--- src/rtl/operand_fetch_pkg.sv ---
// Shared constants for the operand fetch slice.
//   XLEN     operand/data width
//   NREG     number of architectural registers (x0 reads as zero)
//   REG_AW   register index width
//   REG_ZERO index of the hardwired zero register
package operand_fetch_pkg;

    localparam int XLEN   = 32;
    localparam int NREG   = 32;
    localparam int REG_AW = 5;

    localparam logic [REG_AW-1:0] REG_ZERO = '0;

endpackage

--- src/rtl/operand_fetch_reg_scoreboard.sv ---
// Pending-write scoreboard: one bit per architectural register, set when an
// instruction that writes that register is issued, cleared on writeback or
// when the issuing instruction is flushed before execute.
// Ports:
//   clock, reset          rising-edge clock, async active-high reset
//   set_en, set_idx       mark a register as having a write in flight
//   clr_wb_en, clr_wb_idx writeback clear
//   clr_fl_en, clr_fl_idx flush clear (discarded instruction's destination)
//   chk_rs1/rs2/rd        indices to look up
//   pend_rs1/rs2/rd       pending state of the looked-up registers
module operand_fetch_reg_scoreboard
    import operand_fetch_pkg::*;
(
    input  logic              clock,
    input  logic              reset,
    input  logic              set_en,
    input  logic [REG_AW-1:0] set_idx,
    input  logic              clr_wb_en,
    input  logic [REG_AW-1:0] clr_wb_idx,
    input  logic              clr_fl_en,
    input  logic [REG_AW-1:0] clr_fl_idx,
    input  logic [REG_AW-1:0] chk_rs1,
    input  logic [REG_AW-1:0] chk_rs2,
    input  logic [REG_AW-1:0] chk_rd,
    output logic              pend_rs1,
    output logic              pend_rs2,
    output logic              pend_rd
);

    logic [NREG-1:0] pending;
    logic [NREG-1:0] pending_next;

    // Clears are applied before the set so that a register being issued in
    // the same cycle its older write retires stays pending for the new one.
    // x0 is forced clear so it can never cause a stall.
    always_comb begin
        pending_next = pending;
        if (clr_wb_en) begin
            pending_next[clr_wb_idx] = 1'b0;
        end
        if (clr_fl_en) begin
            pending_next[clr_fl_idx] = 1'b0;
        end
        if (set_en) begin
            pending_next[set_idx] = 1'b1;
        end
        pending_next[REG_ZERO] = 1'b0;
    end

    always_ff @(posedge clock or posedge reset) begin
        if (reset) begin
            pending <= '0;
        end else begin
            pending <= pending_next;
        end
    end

    assign pend_rs1 = pending[chk_rs1];
    assign pend_rs2 = pending[chk_rs2];
    assign pend_rd  = pending[chk_rd];

endmodule

--- src/rtl/operand_fetch.sv ---
// Operand fetch: drives the register bank read selects from the decoded
// instruction, forwards same-cycle writeback data, stalls on RAW/WAW hazards
// and hands registered operands to execute over a valid/ready handshake.
// Ports:
//   clock, reset                 rising-edge clock, async active-high reset
//   flush                        discard the instruction held for execute
//   dec_valid/dec_ready          decode handshake
//   dec_rs1/rs2/rd/rd_we         decoded instruction fields
//   rf_select_a/b, rf_data_a/b   register bank read ports (combinational)
//   wb_valid/wb_rd/wb_data       writeback strobe shared with the bank
//   ex_valid/ex_ready            execute handshake
//   ex_op_a/op_b/rd/rd_we        registered operands and destination
module operand_fetch
    import operand_fetch_pkg::*;
(
    input  logic              clock,
    input  logic              reset,
    input  logic              flush,
    input  logic              dec_valid,
    output logic              dec_ready,
    input  logic [REG_AW-1:0] dec_rs1,
    input  logic [REG_AW-1:0] dec_rs2,
    input  logic [REG_AW-1:0] dec_rd,
    input  logic              dec_rd_we,
    output logic [REG_AW-1:0] rf_select_a,
    output logic [REG_AW-1:0] rf_select_b,
    input  logic [XLEN-1:0]   rf_data_a,
    input  logic [XLEN-1:0]   rf_data_b,
    input  logic              wb_valid,
    input  logic [REG_AW-1:0] wb_rd,
    input  logic [XLEN-1:0]   wb_data,
    output logic              ex_valid,
    input  logic              ex_ready,
    output logic [XLEN-1:0]   ex_op_a,
    output logic [XLEN-1:0]   ex_op_b,
    output logic [REG_AW-1:0] ex_rd,
    output logic              ex_rd_we
);

    logic [XLEN-1:0] op_a;
    logic [XLEN-1:0] op_b;
    logic            pend_rs1;
    logic            pend_rs2;
    logic            pend_rd;
    logic            fwd_rs1;
    logic            fwd_rs2;
    logic            fwd_rd;
    logic            stall;
    logic            transfer;
    logic            flush_clear;

    assign rf_select_a = dec_rs1;
    assign rf_select_b = dec_rs2;

    assign fwd_rs1 = wb_valid && (wb_rd == dec_rs1);
    assign fwd_rs2 = wb_valid && (wb_rd == dec_rs2);
    assign fwd_rd  = wb_valid && (wb_rd == dec_rd);

    // The bank only commits the writeback at the clock edge, so a register
    // being written this cycle must be taken from wb_data, not the bank.
    always_comb begin
        op_a = rf_data_a;
        op_b = rf_data_b;
        if (dec_rs1 == REG_ZERO) begin
            op_a = '0;
        end else if (fwd_rs1) begin
            op_a = wb_data;
        end
        if (dec_rs2 == REG_ZERO) begin
            op_b = '0;
        end else if (fwd_rs2) begin
            op_b = wb_data;
        end
    end

    // A pending register retiring this very cycle is not a hazard: its value
    // is forwarded and its pending bit is being cleared. The rd check keeps
    // at most one outstanding write per register.
    assign stall = (pend_rs1 && !fwd_rs1) ||
                   (pend_rs2 && !fwd_rs2) ||
                   (dec_rd_we && pend_rd && !fwd_rd);

    assign dec_ready   = (!ex_valid || ex_ready) && !stall && !flush;
    assign transfer    = dec_valid && dec_ready;
    assign flush_clear = flush && ex_valid && ex_rd_we;

    operand_fetch_reg_scoreboard u_scoreboard (
        .clock      (clock),
        .reset      (reset),
        .set_en     (transfer && dec_rd_we),
        .set_idx    (dec_rd),
        .clr_wb_en  (wb_valid),
        .clr_wb_idx (wb_rd),
        .clr_fl_en  (flush_clear),
        .clr_fl_idx (ex_rd),
        .chk_rs1    (dec_rs1),
        .chk_rs2    (dec_rs2),
        .chk_rd     (dec_rd),
        .pend_rs1   (pend_rs1),
        .pend_rs2   (pend_rs2),
        .pend_rd    (pend_rd)
    );

    // Output register: loads on transfer, otherwise holds its fields and only
    // drops valid when execute consumes the entry or it is flushed.
    always_ff @(posedge clock or posedge reset) begin
        if (reset) begin
            ex_valid <= 1'b0;
            ex_op_a  <= '0;
            ex_op_b  <= '0;
            ex_rd    <= '0;
            ex_rd_we <= 1'b0;
        end else if (transfer) begin
            ex_valid <= 1'b1;
            ex_op_a  <= op_a;
            ex_op_b  <= op_b;
            ex_rd    <= dec_rd;
            ex_rd_we <= dec_rd_we;
        end else if (flush || ex_ready) begin
            ex_valid <= 1'b0;
        end
    end

endmodule

--- config.mk ---
export PLATFORM = sky130hd
export DESIGN_NAME = operand_fetch
export DESIGN_NICKNAME = d
export VERILOG_FILES = /design/src/rtl/operand_fetch_pkg.sv /design/src/rtl/operand_fetch_reg_scoreboard.sv /design/src/rtl/operand_fetch.sv
export SDC_FILE = /design/constraint.sdc
export NUM_CORES = 1
export LEC_CHECK = 0
export ABC_AREA = 1
export CORE_MARGIN = 2
export CORE_UTILIZATION = 44
export CTS_CLUSTER_SIZE = 14
export DETAILED_ROUTE_END_ITERATION = 6
export HOLD_SLACK_MARGIN = 0.1
export PLACE_DENSITY = 0.78
export RECOVER_POWER = 100
export SYNTH_ARGS = -nofsm -noshare
export SYNTH_HDL_FRONTEND = slang
export SYNTH_SLANG_ARGS = --single-unit
--- constraint.sdc ---
create_clock -name clock -period 3.2 [get_ports clock]
set_input_delay 0.64 -clock clock [delete_from_list [all_inputs] [get_ports clock]]
set_output_delay 0.64 -clock clock [all_outputs]
set_load 0.02 [all_outputs]
==> results by group, run 1 <==
Drt
  – DR vias: 8546
  – Antenna Nets Post-Route: 0
  – WL per Instance: about 19 um
  – Initial DRC Count: about 700
  – Number of remaining DRC errors: 0
  – DR vias/cell: around 5.7
  – Final WL: about 28000 um
  – First-pass DRT Iterations: 5

Worst setup path
  – R2R depth: 13
  – Number of cells on the critical path: 11
  – Worst R2R Start: u_scoreboard.pending[19]
  – Cells along the critical path: clkdlybuf4s50_1 > inv_1 > nor3_1 > nand2_1 > nand2_1 > nor2_1 > nand2_1 > nand2_1 > nand3_1 > nor2_4 > clkdlybuf4s15_2
  – Arrival @ worst endpoint: about 2.5 ns
  – R2r setup slk: between 0.6 and 0.7 ns
  – CP Max Fanout: 5
  – Crit-path leading delay family: buffers and inverters
  – Bufs and invs on worst path: 3
  – Worst setup endpoint: dec_ready
  – Critical Path RT: around 2.6 ns
  – R2r endpoint: u_scoreboard.pending[18]
  – Crit path kind: in2out
  – Most frequent CP cell: nand2_1
  – Critical Path End Type: output pin
  – Crit path from: dec_rd[2]
  – Startpoint Class: input pin
  – Crit path largest cell delay: approximately 0.60 ns
  – Slowest-stage cell, CP: clkdlybuf4s50_1

Timing
  – Slew Limit Fails: 0
  – Slew HR: 3.99%
  – Worst Tran Pin Value: between 1 and 1.5 ns
  – Final Setup Violations: 0
  – Final hold vios: 0
  – Clock skew: roughly 0.012 ns
  – Final min period: approximately 3.1 ns
  – Crit share post-route: a little over nine tenths
  – Fmax: roughly 320 MHz
  – RSZ-0062 raised after global routing: false

Final layout
  – Most frequent cells in the layout: nand2_1, nand3_1, clkdlybuf4s50_1
  – N_diodes: 0
  – Fin util: between 60% and 70%
  – Share of cells above drive strength 1: about 9.1%
  – Non-Filler Instances: approximately 1.5k
  – Reg area: ~2600 um2
  – Fillers: around 1.4k
  – Most common cell after layout, fill and taps aside: nand2_1
  – Final net count: 1398
  – Area of the multi-input gates: ~3800 um2
  – Layout area overhead: 40.8%

Die
  – Chip width: 131 um
  – Die height: ~130 um
  – Standard-cell rows: 46
  – Core area: about 16000 um2
  – Die area: around 17000 um2
  – Initial core utilization: between 40% and 50%
  – Ports: slightly above 200

Placed design
  – Placed cells: between 1k and 1.5k
  – Gpl congestion: 0.970
  – Detail Placement HPWL: about 20000 um
  – I/O Buffers: 204

CTS
  – Clock Tree Root: clkbuf_16
  – Post-CTS Hold Buffers: 0
  – Htree depth: 3
  – Post-CTS Setup Inserts: 0
  – CTS tree: done
  – Total CTS buffers: 9
  – CTS Sinks: ~100
  – Max clock buf depth: 2
  – Clock-pin slew on the worst setup and hold paths: about 0.070 ns
  – Worst-Skew Late Latency: around 0.36 ns

Synthesis
  – Cell variety after synth: 27
  – Post-synth EDFFs: 0
  – Syn Area/Cell: around 6.7 um2
  – Fraction of registers with async set or reset after synthesis: 100%
  – YS warnings: 0
  – Seq/Total Area, Yosys: roughly 36%
  – Cells after synthesis: 1064
  – Syn_nets: between 1k and 1.5k
  – Mapped Area: a little over 7000 um2
  – Seq cells post-synth: 102
  – Top FF cell, synth: dfrtp_1

Power
  – Leakage: slightly above 5 nW
  – Maximum VDD drop: 0.274 mV
  – Total power per unit cell area: ~480 nW/um2

Global routing
  – Initial antenna violation count: 0
  – Vias in the first global route: just under 8k
  – Total GRT Usage: 32.4%
  – Largest net degree at the start of global routing: ~100
  – First-pass GRT wire length: about 42000 um
  – Global route overflow: 0

Worst hold path
  – Hold WC Path Type: reg2reg

Outcome
  – Outcome: complete, no violations

Job
  – Maxcap violations: 0
==> state kept, by name, indices dropped and copies added, names as in the netlist <==
register / count
ex_op_a: 32
ex_op_b: 32
u_scoreboard.pending: 31
ex_rd: 5
ex_rd_we: 1
ex_valid: 1
==> layer usage <==
metal	GRT usage [%]	wire length, um
met1	42.7	11100
met2	49.7	12600
met3	8.47	3090
met4	15.9	1200
met5	0	0
==> final cells by class <==
cell class              count  share of cell area, %
well taps                 216                   2.70
clock inverters             6                  0.926
flip-flops and latches    102                   25.5
clock buffers              10                   2.39
multi-input cells         776                   37.9
repair buffers            282                   26.5
inverters                 104                   3.97
==> worst min-delay path by stage <==
stage	start	endpoint	slack, ns	cells past startpoint
2_1_floorplan	u_scoreboard.pending[14]	u_scoreboard.pending[14]	0.51	2
3_3_place_gp	ex_op_b[19]	ex_op_b[19]	0.45	2
3_5_place_dp	ex_op_b[24]	ex_op_b[24]	0.46	2
4_1_cts	ex_op_b[24]	ex_op_b[24]	0.48	2
5_1_grt	ex_op_b[22]	ex_op_b[22]	0.48	2
6_report	ex_op_a[11]	ex_op_a[11]	0.47	2
==> cell families after synthesis <==
| group | count (synthesis) | synth area share (%) |
|---|---|---|
| XOR/XNOR | 3 | 0.370 |
| AND/OR/NAND/NOR | 643 | 39.2 |
| flip-flops | 102 | 36.0 |
| buffers and inverters | 186 | 11.2 |
| AO/OA/AOI/OAI | 130 | 13.3 |
==> worst min-delay path, delay by kind of cell (launching register included) <==
| kind | cells | cell delay, ns |
|---|---|---|
| and+or+nand+nor | 2 | 0.09 |
| DFF | 1 | 0.34 |
==> where the power goes <==
part | internal, mW | switching, mW | total [mW] | leakage, nW
registers | 1.56 | 0.211 | 1.77 | 1.32
clock network | 0.715 | 0.526 | 1.24 | 0.161
logic | 0.737 | 1.05 | 1.78 | 3.68
total | 3.01 | 1.78 | 4.80 | 5.16
==> stage by stage <==
stage	hold WS, ns	worst slack, ns	TNS (ns)	total power [mW]	area, um2
6_report	0.467	0.0743	0	4.80	10000
5_1_grt	0.481	0.00342	0	5.02	10000
4_1_cts	0.476	0.0177	0	4.90	10000
3_5_place_dp	0.457	-0.351	-28.72	3.66	9670
3_3_place_gp	0.453	-0.319	-25.72	3.64	9670
2_1_floorplan	0.508	0.615	0	2.66	7100
==> synthesized netlist by cell type (2+ instances only) <==
master / count / area share, %
a21oi_1: 45 / 3.2
buf_1: 3 / 0.16
buf_2: 20 / 1.4
buf_4: 19 / 2.0
clkbuf_1: 40 / 2.1
dfrtp_1: 102 / 36
inv_1: 97 / 5.1
inv_2: 6 / 0.32
nand2_1: 381 / 20
nand3_1: 122 / 8.6
nand4_1: 65 / 5.7
nor2_1: 51 / 2.7
nor2_2: 3 / 0.26
nor3_1: 18 / 1.3
o211a_1: 32 / 4.5
o211ai_1: 2 / 0.21
o21ai_0: 10 / 0.71
o221ai_1: 31 / 3.8
o22ai_1: 7 / 0.62
xor2_1: 3 / 0.37
==> repair_timing <==
item,in CTS,in global routing
endpoints found under the hold margin,0,0
setup endpoints to repair,1,91
cloned,0,0
gates resized for setup,3,12
No activity file was read; power rests on OpenSTA's default activity.
==> run 2, diff against run 1 <==
--- a/config.mk
+++ b/config.mk
@@ -13,6 +13,7 @@
 export HOLD_SLACK_MARGIN = 0.1
 export PLACE_DENSITY = 0.78
 export RECOVER_POWER = 100
+export SKIP_LAST_GASP = 1
 export SYNTH_ARGS = -nofsm -noshare
 export SYNTH_HDL_FRONTEND = slang
 export SYNTH_SLANG_ARGS = --single-unit
==> results of run 2 <==
Final layout, timing and power as in run 1 (identical DEF).
==> run 3, diff against run 2 <==
--- a/config.mk
+++ b/config.mk
@@ -12,7 +12,7 @@
 export DETAILED_ROUTE_END_ITERATION = 6
 export HOLD_SLACK_MARGIN = 0.1
 export PLACE_DENSITY = 0.78
-export RECOVER_POWER = 100
+export RECOVER_POWER = 50
 export SKIP_LAST_GASP = 1
 export SYNTH_ARGS = -nofsm -noshare
 export SYNTH_HDL_FRONTEND = slang
==> constraint.sdc (replaced) <==
create_clock -name clock -period 3.2 [get_ports clock]
set_input_delay 0.8 -clock clock [delete_from_list [all_inputs] [get_ports clock]]
set_output_delay 0.8 -clock clock [all_outputs]
set_load 0.02 [all_outputs]
==> run 3 against run 2 <==
Effect of this change:
- die area unchanged
- worst setup slack better by 0.024 ns
- combinational power rose by 4%
- clock skew decreased by 0.0012 ns
- critical path type unchanged
- sequential power hardly changed
==> results by group, run 3 (synthesized netlist as in run 1, its figures left out) <==
Worst setup path
  – Cells along the critical path: clkdlybuf4s50_1 > inv_2 > o22ai_1 > nor3_4 > nand3_2 > nand3_2 > nand3_2 > nor2_4 > buf_6
  – Critical Path RT: 2.40 ns (-0.16 ns)
  – Startpoint Class: input pin
  – R2r endpoint: ex_op_a[4]
  – Most frequent CP cell: nand3_2
  – Crit-path leading delay family: buffers and inverters
  – R2r setup slk: 0.71 ns (+0.08 ns)
  – Worst R2R Start: u_scoreboard.pending[29]
  – Bufs and invs on worst path: 3 (unchanged)
  – Crit path largest cell delay: 0.43 ns (-0.17 ns)
  – Critical Path End Type: output pin
  – Slowest-stage cell, CP: clkdlybuf4s50_1
  – R2R depth: 13 (unchanged)
  – Crit path from: wb_rd[3]
  – Crit path kind: in2out
  – Arrival @ worst endpoint: 2.30 ns (-0.19 ns)
  – CP Max Fanout: 5 (unchanged)

Timing
  – Final Setup Violations: 0 (unchanged)
  – Worst Tran Pin Value: 1.44 ns (-0.000388 ns)
  – Fmax: 322 MHz (+0.79%)
  – Final hold vios: 0 (unchanged)
  – Crit share post-route: 96.9% (-0.77 points)
  – Slew HR: 4.02% (+0.026 points)
  – Clock skew: 0.0105 ns (-0.00120 ns)
  – Final min period: 3.10 ns (-0.0245 ns)
  – Slew Limit Fails: 0 (unchanged)

Drt
  – Initial DRC Count: 922 (+28%)
  – Antenna Nets Post-Route: 0 (unchanged)
  – Final WL: 28300 um (+1.2%)
  – DR vias: 8602 (+0.66%)
  – First-pass DRT Iterations: 7 (+2)
  – DR vias/cell: 5.73 (+0.25%)
  – Number of remaining DRC errors: 0 (unchanged)
  – WL per Instance: 18.8 um (+0.75%)

CTS
  – Htree depth: 3 (unchanged)
  – Clock-pin slew on the worst setup and hold paths: 0.07 ns (about the same)
  – Worst-Skew Late Latency: 0.36 ns (about the same)
  – Max clock buf depth: 2 (unchanged)
  – CTS tree: done
  – Post-CTS Hold Buffers: 0 (unchanged)
  – Clock Tree Root: clkbuf_16
  – Total CTS buffers: 9 (unchanged)
  – CTS Sinks: 102 (unchanged)

Power
  – Maximum VDD drop: 0.270 mV (-1.6%)
  – Sw Ratio: 37.5% (+0.29 points)
  – Comb pwr share: 38.7% (+1.5 points)
  – Sequential Power Share: 37.1% (+0.2 points)
  – Clk pwr share: 24.2% (-1.7 points)
  – Total power per unit cell area: 472 nW/um2 (-1.6%)
  – Psw: 1.79 mW (+0.26%)
  – Leakage: 5.20 nW (+0.78%)
  – Internal: 2.98 mW (-0.98%)
  – Pwr Total: 4.77 mW (-0.52%)

Global routing
  – Routing usage on met3: 8.79% (+0.33 points)
  – Met2 Use GR: 51.4% (+1.7 points)
  – Met1 Track Usage GR: 43.2% (+0.55 points)
  – Global route overflow: 0 (unchanged)
  – First-pass GRT wire length: 43600 um (+2.6%)
  – Total GRT Usage: 33.1% (+0.65 points)
  – Largest net degree at the start of global routing: 103 (unchanged)
  – Top Usage Layer GRT: met2
  – Vias in the first global route: 8074 (+1.5%)
  – Initial antenna violation count: 0 (unchanged)

Final layout
  – Share of cells above drive strength 1: 10.3% (+1.2 points)
  – N_diodes: 0 (unchanged)
  – Reg area: 2550 um2 (unchanged)
  – Design Area, Final: 10100 um2 (+1.1%)
  – Area of the multi-input gates: 3820 um2 (+0.66%)
  – Final net count: 1404 (+0.43%)
  – Most common cell after layout, fill and taps aside: nand2_1
  – Top Registers: ex_op_a (32), ex_op_b (32), u_scoreboard.pending (31)
  – Layout area overhead: 42.4%
  – Most frequent cells in the layout: nand2_1, clkdlybuf4s50_1, nand3_1
  – Fillers: 1434 (+0.42%)

Worst hold path
  – Hold EP: ex_op_a[26]
  – Hold WC Path Type: reg2reg
  – WHS Path Cells: 2 (unchanged)
  – Hold_sp: ex_op_a[26]

Die
  – Core area: 15800 um2 (unchanged)
  – Standard-cell rows: 46 (unchanged)
  – Ports: 205 (unchanged)
  – Initial core utilization: 44.8% (unchanged)
  – Die height: 131 um (unchanged)
  – Chip width: 131 um (unchanged)
  – Die area: 17200 um2 (unchanged)

Placed design
  – Dpl cell area: 9690 um2 (+0.26%)
  – I/O Buffers: 204 (unchanged)
  – Gpl congestion: 1.01 (+3.9%)
  – Detail Placement HPWL: 20000 um (+0.95%)

Outcome
  – Outcome: complete, no violations

Job
  – Maxcap violations: 0 (unchanged)
run 3: cell types whose count changed in the layout (fill, tap and decap cells not counted), moves of 4 or more:
cell | before | now
clkdlybuf4s50_1 | 115 | 146
buf_12 | 1 | 5
dlygate4sd2_1 | 0 | 5
dlymetal6s2s_1 | 5 | 9
inv_1 | 95 | 91
buf_6 | 1 | 6
dlygate4sd3_1 | 82 | 42
inv_2 | 6 | 10
run 3: what timing repair did:
action,4_1_cts,5_1_grt
gates cloned,0,1
setup endpoints to repair,54,54
buffers inserted,4,1
pin swaps,0,5
gates resized for setup,21,21
run 3: final cells by class:
class,instances,share of cell area [%]
repair buffers,288,27.4
inverters,104,3.92
well taps,216,2.67
multi-input cells,776,37.8
clock buffers,10,2.36
flip-flops and latches,102,25.2
clock inverters,6,0.668
run 3: layer usage:
| layer | vias up | part of all wire (%) |
|---|---|---|
| li1 | 3973 | - |
| met1 | 4032 | 40 |
| met2 | 515 | 46 |
| met3 | 82 | 10 |
| met4 | 0 | 4.2 |
| met5 | - | 0 |
run 3: per-stage QoR:
step	hold WS, ns	cells	setup TNS [ns]	util [%]	setup slack [ns]
3_3_place_gp	0.453	1480	-34.78	61.2	-0.572
5_1_grt	0.491	1502	-0.0287	63.9	-0.0287
4_1_cts	0.476	1500	0	63.6	0.0103
3_5_place_dp	0.457	1480	-33.60	61.2	-0.564
2_1_floorplan	0.508	1064	0	-	0.295
6_report	0.465	1502	0	63.9	0.0988
run 3: power by group through the flow:
stage,registers [mW],logic [mW],clock network [mW]
floorplan,2.05,0.606,0
global placement,1.78,1.86,0
detailed placement,1.78,1.88,0
CTS,1.77,1.89,1.16
global route,1.80,2.00,1.22
finish,1.77,1.85,1.15
run 3: worst max path at each step:
stage	slack (ns)	to	depth (start not counted)
after detailed placement	-0.56	dec_ready	13
final	0.1	dec_ready	9
after global routing	-0.03	dec_ready	13
after CTS	0.01	dec_ready	10
after global placement	-0.57	dec_ready	13
after floorplan	0.29	dec_ready	8
run 3: worst min-delay path, cell delays in order (launching register included):
cell     delay (ns)
dfrtp_1        0.34
nand2_1        0.05
nand2_1        0.05
